## config.mk

```make
export PLATFORM = sky130hd
export DESIGN_NAME = muldiv_unit
export DESIGN_NICKNAME = d
export VERILOG_FILES = /design/src/rtl/muldiv_unit.sv
export SDC_FILE = /design/constraint.sdc
export NUM_CORES = 1
export LEC_CHECK = 0
export BUFFER_PORTS_ARGS = -buffer_cell sky130_fd_sc_hd__buf_2
export CAP_MARGIN = 20
export CORE_MARGIN = 3
export CORE_UTILIZATION = 61
export DETAILED_ROUTE_END_ITERATION = 7
export PLACE_DENSITY = 0.79
export SYNTH_ARGS = -nofsm -noshare
export SYNTH_HDL_FRONTEND = slang
export SYNTH_SLANG_ARGS = --single-unit
```

## constraint.sdc

```tcl
create_clock -name sys_clk -period 7.1 [get_ports sys_clk]
set_clock_uncertainty 0.15 [all_clocks]
set_input_delay 1.42 -clock sys_clk [delete_from_list [all_inputs] [get_ports sys_clk]]
set_output_delay 1.42 -clock sys_clk [all_outputs]
set_load 0.03 [all_outputs]
```

## src/rtl/muldiv_unit.sv

```systemverilog
// Iterative MUL/MUH/DIV/MOD unit (signed/unsigned) with a one-entry paired-half result cache.
// Optional feature macro: MULDIV_DIV_EN (divider datapath, DIV state, div-class cache entries).
module muldiv_unit #(
  parameter int WIDTH    = 32,
  parameter int MUL_STEP = 2
) (
  input  logic             sys_clk,
  input  logic             rst_n,
  input  logic             enable,
  input  logic             flush,
  input  logic [1:0]       op,
  input  logic             is_unsign,
  input  logic [WIDTH-1:0] a,
  input  logic [WIDTH-1:0] b,
  output logic [WIDTH-1:0] result,
  output logic             done,
  output logic             busy
);

  localparam int CW      = $clog2(WIDTH);
  localparam int MUL_CYC = WIDTH / MUL_STEP;

  // Handshake: execute holds enable high until done; a request is accepted only in
  // IDLE with flush low, and done is a single-cycle pulse with result valid alongside it.

  typedef enum logic [2:0] {
    S_IDLE,
    S_MUL,
    S_DIV,
    S_FIX,
    S_DONE
  } state_t;

  state_t state, state_nx;

  logic [1:0]         op_q;
  logic               uns_q;
  logic [WIDTH-1:0]   a_q, b_q;
  logic [WIDTH-1:0]   mcand;
  logic [2*WIDTH-1:0] acc;
  logic [CW-1:0]      cnt;

  logic               c_valid, c_uns, c_cls;
  logic [WIDTH-1:0]   c_a, c_b;
  logic [2*WIDTH-1:0] c_data;

  logic                      accept, hit, a_neg, b_neg;
  logic [WIDTH-1:0]          a_mag, b_mag, hit_half, step_m;
  logic [2*WIDTH-1:0]        step_acc, mul_next;
  logic [MUL_STEP-1:0]       digit;
  logic [WIDTH+MUL_STEP-1:0] pprod, psum;
  logic                      sgn_a, sgn_b;
  logic [2*WIDTH-1:0]        fix_data;
  logic [WIDTH-1:0]          fix_half;

  assign accept   = (state == S_IDLE) && enable && !flush;
  assign hit      = c_valid && (c_a == a) && (c_b == b) && (c_uns == is_unsign) && (c_cls == op[1]);
  assign hit_half = op[0] ? c_data[2*WIDTH-1:WIDTH] : c_data[WIDTH-1:0];

  assign a_neg = !is_unsign && a[WIDTH-1];
  assign b_neg = !is_unsign && b[WIDTH-1];
  assign a_mag = a_neg ? -a : a;
  assign b_mag = b_neg ? -b : b;

  // The accepting edge already performs the first iteration, straight from the ports.
  always_comb begin
    step_acc = acc;
    step_m   = mcand;
    if (state == S_IDLE) begin
      step_acc = op[1] ? {{WIDTH{1'b0}}, a_mag} : {{WIDTH{1'b0}}, b_mag};
      step_m   = op[1] ? b_mag : a_mag;
    end
  end

  // Multiplier sits in the low half of acc and shifts out as the product shifts in.
  assign digit    = step_acc[MUL_STEP-1:0];
  assign pprod    = {{MUL_STEP{1'b0}}, step_m} * {{WIDTH{1'b0}}, digit};
  assign psum     = {{MUL_STEP{1'b0}}, step_acc[2*WIDTH-1:WIDTH]} + pprod;
  assign mul_next = {psum, step_acc[WIDTH-1:MUL_STEP]};

`ifdef MULDIV_DIV_EN
  logic [WIDTH:0]     rem_shift, diff;
  logic [2*WIDTH-1:0] div_next;
  logic [WIDTH-1:0]   rem_fix, quo_fix;

  // acc = {remainder, dividend/quotient}; diff[WIDTH] is the borrow of the trial subtract.
  assign rem_shift = {step_acc[2*WIDTH-1:WIDTH], step_acc[WIDTH-1]};
  assign diff      = rem_shift - {1'b0, step_m};
  assign div_next  = diff[WIDTH] ? {rem_shift[WIDTH-1:0], step_acc[WIDTH-2:0], 1'b0}
                                 : {diff[WIDTH-1:0], step_acc[WIDTH-2:0], 1'b1};
  assign rem_fix   = sgn_a ? -acc[2*WIDTH-1:WIDTH] : acc[2*WIDTH-1:WIDTH];
  assign quo_fix   = (sgn_a ^ sgn_b) ? -acc[WIDTH-1:0] : acc[WIDTH-1:0];
`endif

  assign sgn_a = !uns_q && a_q[WIDTH-1];
  assign sgn_b = !uns_q && b_q[WIDTH-1];

  always_comb begin
    fix_data = (sgn_a ^ sgn_b) ? -acc : acc;
`ifdef MULDIV_DIV_EN
    if (op_q[1]) fix_data = {rem_fix, quo_fix};
`endif
  end

  assign fix_half = op_q[0] ? fix_data[2*WIDTH-1:WIDTH] : fix_data[WIDTH-1:0];

  always_comb begin
    state_nx = state;
    case (state)
      S_IDLE: begin
        if (accept) begin
          if (hit) begin
            state_nx = S_DONE;
          end else if (op[1]) begin
`ifdef MULDIV_DIV_EN
            state_nx = (b == '0) ? S_DONE : S_DIV;
`else
            state_nx = S_DONE;
`endif
          end else begin
            state_nx = S_MUL;
          end
        end
      end
      S_MUL, S_DIV: if (cnt == '0) state_nx = S_FIX;
      S_FIX:        state_nx = S_DONE;
      S_DONE:       state_nx = S_IDLE;
      default:      state_nx = S_IDLE;
    endcase
    if (flush) state_nx = S_IDLE;
  end

  always_ff @(posedge sys_clk) begin
    if (!rst_n) begin
      state   <= S_IDLE;
      result  <= '0;
      op_q    <= '0;
      uns_q   <= 1'b0;
      a_q     <= '0;
      b_q     <= '0;
      mcand   <= '0;
      acc     <= '0;
      cnt     <= '0;
      c_valid <= 1'b0;
      c_uns   <= 1'b0;
      c_cls   <= 1'b0;
      c_a     <= '0;
      c_b     <= '0;
      c_data  <= '0;
    end else begin
      state <= state_nx;
      if (flush) begin
        c_valid <= 1'b0;
      end else begin
        case (state)
          S_IDLE: begin
            if (enable) begin
              op_q  <= op;
              uns_q <= is_unsign;
              a_q   <= a;
              b_q   <= b;
              if (hit) begin
                result <= hit_half;
              end else if (op[1]) begin
`ifdef MULDIV_DIV_EN
                if (b == '0) begin
                  result <= op[0] ? a : '1;
                end else begin
                  acc   <= div_next;
                  mcand <= b_mag;
                  cnt   <= CW'(WIDTH - 2);
                end
`else
                result <= '0;
`endif
              end else begin
                acc   <= mul_next;
                mcand <= a_mag;
                cnt   <= CW'(MUL_CYC - 2);
              end
            end
          end
          S_MUL: begin
            acc <= mul_next;
            cnt <= cnt - CW'(1);
          end
`ifdef MULDIV_DIV_EN
          S_DIV: begin
            acc <= div_next;
            cnt <= cnt - CW'(1);
          end
`endif
          S_FIX: begin
            result  <= fix_half;
            c_valid <= 1'b1;
            c_a     <= a_q;
            c_b     <= b_q;
            c_uns   <= uns_q;
            c_cls   <= op_q[1];
            c_data  <= fix_data;
          end
          default: ;
        endcase
      end
    end
  end

  assign done = (state == S_DONE);
  assign busy = (state != S_IDLE);

endmodule

```

==> out/results.txt, run 1 <==
Status = finished, final reports clean
Mapped Cells = 2718
Max clock buf depth = 3
Crit. End Element = flip-flop
Sink Count = 334
Cells on worst reg2reg path = 19
CP Max Fanout = 9
Netlist cell types = 73
Area leader, netlist = dfxtp_1
CTS hold repair buffers = 0
Pins Over Slew Limit = 0
Final Util = 68.35%
WL/cell = 21.34 um
Post-route ant nets = 0
Flop pwr share = 38.4%
WP data arrival = 6.66 ns
Die H = 188.8 um
# Max-Cap Violations = 0
Post-synthesis async set-or-reset flop share = 0%
Pwr per Cell Area = 241.4 nW/um^2
Yosys warnings = 0
Top-count cell post-synth = nand2_1
Net Sw Power = 1.779 mW
Tot Pwr = 5.396 mW
Comb power frac = 23.7%
DRC violation count after routing = 0
Commonest cells in the netlist = nand2_1, dfxtp_1, a21oi_1
CORE AREA = 32700 sq um
Crit start category = input port
Max frequency = 157.7 MHz
Slew @ Worst Pin = 1.068 ns
Setup slack, reg-to-reg = 1.80 ns
Starting density of the core = 62.30%
CP peak stage delay = 0.56 ns
Main flop type after synthesis = dfxtp_1
Post-Syn Nets = 2859
RSZ-0062 raised after global routing = false
Seq cells post-synth = 334
CTS HTree Levels = 2
Final period util = 89.30%
Total congestion overflow = 0
EDFF count, synth = 0
IO Pins = 105
CP Cell Sequence = buf_2, or3_1, nor3b_2, a21o_1, xnor2_1, buf_4, nor2_1, a211oi_1, a21oi_1, or2_2, fa_1, inv_1, ha_1, a21o_1, nor3b_1, nand3_1, a41o_1, o311ai_0, buf_4, nand3b_1, xnor2_1, o21ai_0
Dominant cells by area after synthesis = dfxtp_1, nand2_1, a21oi_1
Filler Cell Count = 2843
Hold Fails Final Rpt = 0
Area of the multi-input gates = 12570 sq um
Clock Power Share = 37.9%
Via density = 6.273
Initial DRC count = 2001
Tot GR Track Use = 37.04%
Critical-path top delay cell = nor3b_2
Fin Hold WS = 0.2990 ns
Hold_sp = b_q[0]$_SDFFE_PN0P_
CTS root buffer = clkbuf_16
First-pass GRT wire length = 104.7 mm
N_diodes = 0
Die width = 188.8 um
Die Area = 35630 sq um
WP buf/inv = 4
Drt total wl = 67.64 mm
Critical path destination = acc[59]$_SDFFE_PN0P_
Critical path's top delay family = simple AND/OR/NAND/NOR gates
Stages on worst setup path = 22
Register area = 6686 sq um
Worst reg2reg startpoint = state[2]$_SDFFE_PP0P_
DR pass1 iterations = 6
Setup bufs post-CTS = 0
Top cell type's share of synthesized area = 32.82%
Int Pwr = 3.617 mW
Vias in the first global route = 18350
Reg clk slew, reported paths = 0.06 ns
Initial antenna violation count = 1
Post-CTS resize count = 0
Final worst path period need = 6.340 ns
Layout cell share with drive strength beyond 1 = 10.63%
Fin nets = 2842
Leakage = 8.414 nW
Post-DP HPWL = 48.91 mm
Critical path required time = 7.42 ns
Num CTS Buffers = 37
Via Count = 19880
Peak supply drop = 0.2255 mV
Register area share after synthesis = 32.82%
Area growth syn-to-layout = 9.716%
Synth Cell Area = 20370 sq um
Sw Share = 32.96%
CTS tree = done
Type of the worst setup path = in -> reg
Mean Syn Cell Area = 7.496 sq um
Reg2reg end = acc[56]$_SDFFE_PN0P_
GP Congestion = 0.9674
Setup TNS = 0 ns
Setup violators final = 0
Largest net degree at the start of global routing = 185
Worst hold path type = reg -> reg
Skew-Pair Late Insertion Delay = 0.55 ns
Port Buf Inserts = 104
Row count = 66
Setup crit start = a[2]
Max-slew headroom = 28.80%
==> logic make-up after synthesis <==
kind of cell	synth area share (%)
fa+ha+maj	5.478
flops	32.82
buf+inv	5.626
xor+xnor	8.297
mux	2.714
compound gates	20.46
simple gates	24.61
==> layout by cell type, fill, tap and decap left out, types with 13 or more instances in the layout <==
cell type and count:
nor4_1 21, nor2_1 290, buf_2 104, clkbuf_16 37, dfxtp_1 334, ha_1 38
nor3_1 79, xnor2_1 138, mux2i_1 44, or4_1 13, nor2b_1 17, nand4_1 34
nand3_1 35, a211oi_1 97, or3_1 17, o21ai_0 109, a31oi_1 25, or2_2 38
buf_4 44, a21oi_1 304, nand2b_1 44, nand2_1 433, a21o_1 19, o211ai_1 24
fa_1 32, inv_1 93, xor2_1 55, o31ai_1 16
==> registers in the layout, indices dropped and copies added, names as in the netlist, 2 cells and up <==
| name | flops |
|---|---|
| c_data | 64 |
| cnt | 5 |
| acc | 64 |
| c_b | 32 |
| a_q | 32 |
| b_q | 32 |
| state | 3 |
| mcand | 32 |
| c_a | 32 |
| op_q | 2 |
| result | 32 |
==> tightest hold or removal path, cell delays in order, from the launching register on <==
cell and delay (ns):
dfxtp_1 0.31, nand2_1 0.05, a21oi_1 0.05
==> how the worst min path moves through the flow <==
stage	end	slack [ns]	cells after the start
3_3_place_gp	c_b[7]$_SDFFE_PN0P_	0.29	2
5_1_grt	c_a[4]$_SDFFE_PN0P_	0.31	2
3_5_place_dp	c_b[10]$_SDFFE_PN0P_	0.29	2
2_1_floorplan	c_b[17]$_SDFFE_PN0P_	0.28	2
6_report	c_b[0]$_SDFFE_PN0P_	0.30	2
4_1_cts	c_a[5]$_SDFFE_PN0P_	0.30	2
==> metal layers <==
layer	vias up	share of wire, %	global-route usage, %
met1	9371	40	47.55
met4	2	6.3	19.79
met2	950	46	60.66
li1	9344	-	-
met5	-	0.018	0
met3	213	7.9	5.172
==> layout make-up <==
class                      count  area share, %
clock buffer                  49          4.657
clock inverter                16          1.047
inverter                      95          1.634
multi-input combinational   2083          56.26
timing repair buffer         150          4.019
sequential                   334          29.91
tap                          442          2.474
==> power groups by stage <==
stage / logic (mW) / clock network (mW) / registers [mW]
floorplan: 0.884 / 0 / 2.08
global placement: 1.23 / 0 / 2.11
detailed placement: 1.25 / 0 / 2.11
CTS: 1.26 / 2.06 / 2.07
global route: 1.40 / 2.13 / 2.08
finish: 1.28 / 2.04 / 2.07
==> metrics by stage <==
stage	std cells	setup slack [ns]	cell area, sq um
after floorplan	2718	0.8985	20370
after global placement	3103	0.3546	21050
after detailed placement	3103	0.3150	21050
after CTS	3168	0.8544	22330
after global routing	3169	0.4007	22350
final	3169	0.7600	22350
(Power assumes the default switching activity.)
==> inputs of run 2 (changes only) <==
Settings changed: CORE_UTILIZATION 61 to 45, PLACE_DENSITY 0.79 to unset.
==> run 2 against run 1 <==
Compared with the run above:
- setup slack better by 0.088 ns
- core utilization is 18 points lower
- global-route usage is 8.3 points lower
- clock power barely moved
- cell area increased by 0.83%
- sequential share of layout area decreased by 0.25 points
- via count is 3.5% lower
- clock-buffer cell count grew 5
- combinational power hardly changed
- non-clock buffer count is 3 higher
- critical path type unchanged
- critical endpoint unchanged
==> out/results.txt, run 2 (synthesis results as in run 1) <==
Pwr per Cell Area = 238.6 nW/um^2 (-1.2%)
GP Congestion = 0.9382 (-3.0%)
Area growth syn-to-layout = 10.62%
Met3 GRT Util = 3.102% (-2.1 points)
CTS HTree Levels = 2 (unchanged)
Flop pwr share = 38.5% (about the same)
RSZ-0062 raised after global routing = false
Net Sw Power = 1.795 mW (+0.90%)
WP data arrival = 6.58 ns (-0.08 ns)
Setup bufs post-CTS = 0 (unchanged)
Most common cell after layout, fill and taps aside = nand2_1
Setup slack, reg-to-reg = 1.85 ns (+0.05 ns)
Final worst path period need = 6.252 ns (-0.08762 ns)
Met1 GRT Util = 37.90% (-9.7 points)
DRC violation count after routing = 0 (unchanged)
N_diodes = 0 (unchanged)
Post-CTS resize count = 0 (unchanged)
Most frequent cells in the layout = nand2_1, dfxtp_1, a21oi_1
Drt total wl = 70.17 mm (+3.7%)
Skew-Pair Late Insertion Delay = 0.57 ns (+0.02 ns)
Pre-CTS WS = 0.3161 ns (+0.001162 ns)
Sw Share = 33.38% (+0.41 points)
Design Area, Final = 22540 sq um (+0.83%)
Final period util = 88.06% (-1.2 points)
Final Util = 50.64% (-18 points)
Int Pwr = 3.583 mW (-0.97%)
Post-route ant nets = 0 (unchanged)
Tot Pwr = 5.377 mW (-0.35%)
Comb power frac = 23.8% (about the same)
Via Count = 19190 (-3.5%)
Reg clk slew, reported paths = 0.06 ns (about the same)
Peak supply drop = 0.1817 mV (-19%)
Max-slew headroom = 27.96% (-0.84 points)
Worst hold path type = reg -> reg
CORE AREA = 44510 sq um (+36%)
Critical path required time = 7.43 ns (about the same)
Die H = 218.8 um (+16%)
Top Usage Layer GRT = met2
First-pass GRT wire length = 107.0 mm (+2.1%)
Fin worst setup slack = 0.8476 ns (+0.08762 ns)
Setup TNS = 0 ns (unchanged)
Max clock buf depth = 3 (unchanged)
Tot GR Track Use = 28.77% (-8.3 points)
Crit start category = input port
Initial DRC count = 1619 (-19%)
Fin nets = 2847 (+0.18%)
Port Buf Inserts = 104 (unchanged)
Vias in the first global route = 17770 (-3.2%)
Slew @ Worst Pin = 1.078 ns (+0.009961 ns)
WL/cell = 21.10 um (-1.1%)
DR pass1 iterations = 5 (-1)
Grt met2 use = 49.21% (-11 points)
Post-DP HPWL = 51.16 mm (+4.6%)
Row count = 77 (+17%)
Die width = 218.8 um (+16%)
Pins Over Slew Limit = 0 (unchanged)
DP Area = 21270 sq um (+1.0%)
Num CTS Buffers = 39 (+5.4%)
IO Pins = 105 (unchanged)
Crit. End Element = flip-flop
CTS tree = done
Via density = 5.771 (-8.0%)
Sink Count = 334 (unchanged)
Largest regs = acc (64), c_data (64)
Initial antenna violation count = 0 (-1)
Leakage = 8.409 nW (about the same)
CTS root buffer = clkbuf_16
Status = finished, final reports clean
Starting density of the core = 45.77% (-17 points)
Type of the worst setup path = in -> reg
Layout cell share with drive strength beyond 1 = 10.83% (+0.20 points)
Setup violators final = 0 (unchanged)
# Max-Cap Violations = 0 (unchanged)
CTS hold repair buffers = 0 (unchanged)
Die Area = 47860 sq um (+34%)
Hold Fails Final Rpt = 0 (unchanged)
Max frequency = 159.9 MHz (+1.4%)
Largest net degree at the start of global routing = 114 (-38%)
Clock Power Share = 37.8% (about the same)
Total congestion overflow = 0 (unchanged)
CP Max Fanout = 6 (-3)
[run 2: layer usage]
metal / wire length [um] / share of wire (%) / vias up
li1: - / - / 9358
met1: 30110 / 43 / 9073
met2: 33820 / 48 / 653
met3: 3893 / 5.5 / 106
met4: 2341 / 3.3 / 0
met5: 0 / 0 / -
[run 2: final cells by class]
type / count / area, sq um
fillers: 4436 / 21970
repair buffers: 153 / 900.9
well taps: 592 / 740.7
clock buffers: 54 / 1132
multi-input cells: 2083 / 12570
clock inverters: 14 / 136.4
flip-flops and latches: 334 / 6686
inverters: 95 / 366.6
[run 2: final timing paths]
path	startpoint	endpoint	depth (start not counted)
setup / recovery	a[0]	acc[59]$_SDFFE_PN0P_	22
hold / removal	b_q[23]$_SDFFE_PN0P_	c_b[23]$_SDFFE_PN0P_	2
setup reg to reg	state[0]$_SDFFE_PP0P_	acc[59]$_SDFFE_PN0P_	17
hold reg to reg	b_q[23]$_SDFFE_PN0P_	c_b[23]$_SDFFE_PN0P_	2
[run 2: metrics by stage]
stage,hold slack (ns),instances
after floorplan,0.2821,2718
after global placement,0.2856,3257
after detailed placement,0.2934,3257
after CTS,0.3012,3325
after global routing,0.3142,3325
final,0.2998,3325
[run 2: power groups by stage]
stage	Clock, mW	Combinational (mW)	Sequential, mW
2_1_floorplan	0	0.884	2.08
3_3_place_gp	0	1.25	2.11
3_5_place_dp	0	1.26	2.11
4_1_cts	2.06	1.26	2.07
5_1_grt	2.14	1.40	2.08
6_report	2.03	1.28	2.07
[run 2: worst max-delay path, cell delays in order]
cell,delay [ns]
buf_2,0.20
inv_1,0.14
ha_1,0.25
nor3b_2,0.20
a21o_1,0.21
xnor2_1,0.52
nor2_1,0.08
a211oi_1,0.26
a21oi_1,0.11
or2_2,0.31
fa_1,0.51
inv_1,0.04
ha_1,0.38
a21o_1,0.23
nor3b_1,0.20
nand3_1,0.23
a41o_1,0.33
o311ai_0,0.36
buf_4,0.19
nand3b_1,0.11
xnor2_1,0.15
o21ai_0,0.14
==> inputs of run 3 (changes only) <==
Settings changed: ABC_AREA set to 1, CORE_MARGIN 3 to 4, CTS_CLUSTER_SIZE set to 12.
==> run 3 against run 2 <==
Compared with the run above:
- the flow now finishes with violations (design-rule violations)
- sequential cell count is the same
- non-clock buffer count decreased by 15
- die area is 17% higher
- clock power rose by 7%
- maximum frequency rose by 11%
- critical endpoint is now acc[61]$_SDFFE_PN0P_
- highest routed layer unchanged
==> out/results.txt, run 3 <==
Final period util = 79.19% (-8.9 points)
Leakage = 12.81 nW (+52%)
CP Cell Sequence = buf_2, inv_1, nor2_2, buf_4, inv_1, or2_2, xor2_1, a221oi_1, nand2_1, fa_1, fa_1, o21ai_0, nand2_1, nand2_1, nand3_1, nand2_1, nand2_1, nand3_1, nand3_1, nor2_1, nor2_1
Pre-CTS WS = 0.9338 ns (+0.6177 ns)
Tot GR Track Use = 30.13% (+1.4 points)
First-pass GRT wire length = 133.8 mm (+25%)
Crit start category = input port
Pins Over Slew Limit = 0 (unchanged)
Skew-Pair Late Insertion Delay = 0.58 ns (about the same)
Max clock buf depth = 3 (unchanged)
Design Area, Final = 25770 sq um (+14%)
Area of the multi-input gates = 13980 sq um (+11%)
Final worst path period need = 5.623 ns (-0.6296 ns)
Post-DP HPWL = 65.70 mm (+28%)
Post-Syn Nets = 4055 (+42%)
Dpl cells = 4549 (+40%)
Post-synthesis async set-or-reset flop share = 0% (unchanged)
Port Buf Inserts = 104 (unchanged)
RSZ-0062 raised after global routing = false
Failing checks = design-rule violations
CTS HTree Levels = 2 (unchanged)
CTS root buffer = clkbuf_16
Netlist cell types = 46 (-37%)
Register area share after synthesis = 28.52% (-4.3 points)
Most frequent cells in the layout = nand2_1, nor2_1, inv_1
Reg clk slew, reported paths = 0.06 ns (about the same)
Setup violators final = 0 (unchanged)
Worst hold path type = reg -> reg
Row count = 83 (+7.8%)
Die Area = 55820 sq um (+17%)
Total congestion overflow = 0 (unchanged)
Net Sw Power = 2.487 mW (+39%)
Main flop type after synthesis = dfxtp_1
N_diodes = 0 (unchanged)
Largest regs = acc (64), c_data (64)
Sink Count = 334 (unchanged)
Drt total wl = 87.20 mm (+24%)
Top cell type's share of synthesized area = 28.52% (-4.3 points)
Dominant cells by area after synthesis = dfxtp_1, nand2_1, nor2_1
Peak supply drop = 0.2043 mV (+12%)
DRC violation count after routing = 1 (+1)
Num CTS Buffers = 42 (+7.7%)
WP data arrival = 5.93 ns (-0.65 ns)
Yosys warnings = 0 (unchanged)
Setup bufs post-CTS = 0 (unchanged)
Critical path required time = 7.41 ns (-0.02 ns)
Mean Syn Cell Area = 5.991 sq um (-20%)
Synth Cell Area = 23450 sq um (+15%)
Fin Hold WS = 0.3136 ns (+0.01382 ns)
Commonest cells in the netlist = nand2_1, nor2_1, inv_1
Most common cell after layout, fill and taps aside = nand2_1
Layout cell share with drive strength beyond 1 = 6.917% (-3.9 points)
Final Util = 50.14% (-0.50 points)
Filler Cell Count = 5591 (+26%)
Post-CTS resize count = 0 (unchanged)
Largest net degree at the start of global routing = 162 (+42%)
WL/cell = 18.85 um (-11%)
DR pass1 iterations = 8 (+3)
Initial antenna violation count = 0 (unchanged)
Mapped Cells = 3914 (+44%)
Max frequency = 177.8 MHz (+11%)
Setup TNS = 0 ns (unchanged)
Most common cell on crit path = nand2_1
IO Pins = 105 (unchanged)
Critical-path top delay cell = o21ai_0
DP Area = 24330 sq um (+14%)
Die H = 236.3 um (+8.0%)
Post-route ant nets = 0 (unchanged)
Clock Power Share = 34.1% (-3.7 points)
Initial DRC count = 2572 (+59%)
Vias in the first global route = 22770 (+28%)
CP peak stage delay = 0.64 ns (+0.12 ns)
Max-slew headroom = 29.84% (+1.9 points)
# Max-Cap Violations = 0 (unchanged)
Status = finished, violations left
Top-count cell post-synth = nand2_1
Comb power frac = 32.9% (+9.1 points)
Hold Fails Final Rpt = 0 (unchanged)
Tot Pwr = 6.370 mW (+18%)
Crit. End Element = flip-flop
Seq cells post-synth = 334 (unchanged)
Int Pwr = 3.883 mW (+8.4%)
Starting density of the core = 45.62% (-0.16 points)
Via Count = 25030 (+30%)
Via density = 5.409 (-6.3%)
Type of the worst setup path = in -> reg
Area growth syn-to-layout = 9.909%
Fin nets = 4057 (+43%)
CTS hold repair buffers = 0 (unchanged)
Fin worst setup slack = 1.477 ns (+0.6296 ns)
Sw Share = 39.04% (+5.7 points)
Die width = 236.3 um (+8.0%)
EDFF count, synth = 0 (unchanged)
CTS tree = done
CORE AREA = 51410 sq um (+15%)
CP Max Fanout = 25 (+19)
Post-route insts no fill = 4627 (+39%)
Pwr per Cell Area = 247.1 nW/um^2 (+3.6%)
Register area = 6686 sq um (unchanged)
Slew @ Worst Pin = 1.052 ns (-0.02554 ns)
GP Congestion = 1.025 (+9.2%)
Area leader, netlist = dfxtp_1
Flop pwr share = 33.1% (-5.4 points)
run 3: cells by family (layout without fill, tap and decap cells):
logic type	after synthesis	count (layout)	share of synthesized area [%]
multiplexers	16	16	0.7684
buffers and inverters	724	757	12.01
XOR/XNOR	88	88	3.287
flip-flops	334	334	28.52
adder cells (fa/ha/maj)	70	70	4.760
AND/OR/NAND/NOR	2104	2104	37.11
AO/OA/AOI/OAI	578	578	13.55
run 3: worst paths after layout:
check | from | end | slack, ns | depth (start not counted)
worst max register to register | state[1]$_SDFFE_PP0P_ | acc[61]$_SDFFE_PN0P_ | 1.84 | 25
worst max-delay path | a[31] | acc[61]$_SDFFE_PN0P_ | 1.48 | 21
worst min register to register | c_a[17]$_SDFFE_PN0P_ | c_a[17]$_SDFFE_PN0P_ | 0.31 | 2
worst min-delay path | c_a[17]$_SDFFE_PN0P_ | c_a[17]$_SDFFE_PN0P_ | 0.31 | 2
run 3: final cells by class:
cell class,instances,area share [%]
multi-input combinational,2856,54.23
clock buffer,64,5.102
inverter,544,7.938
timing repair buffer,138,3.141
clock inverter,11,0.3398
tap,680,3.301
sequential,334,25.94
run 3: power groups by stage:
stage               clock, mW  sequential, mW  combinational, mW
floorplan                   0            2.12               1.42
global route             2.28            2.11               2.32
detailed placement          0            2.14               2.05
global placement            0            2.14               2.05
finish                   2.17            2.11               2.09
CTS                      2.21            2.10               2.06
run 3: critical path, delay by kind of cell:
family	cells	cell delay (ns)
compound gates	2	1.01
xor+xnor	1	0.18
fa+ha+maj	2	1.00
buf+inv	4	0.69
simple gates	12	1.64
run 3: per-layer routing:
metal	vias to the layer above	GRT usage [%]	part of all wire, %
li1	12440	-	-
met1	11430	41.44	44
met2	974	47.74	44
met3	187	4.969	7.7
met4	0	11.15	4.2
met5	-	0	0
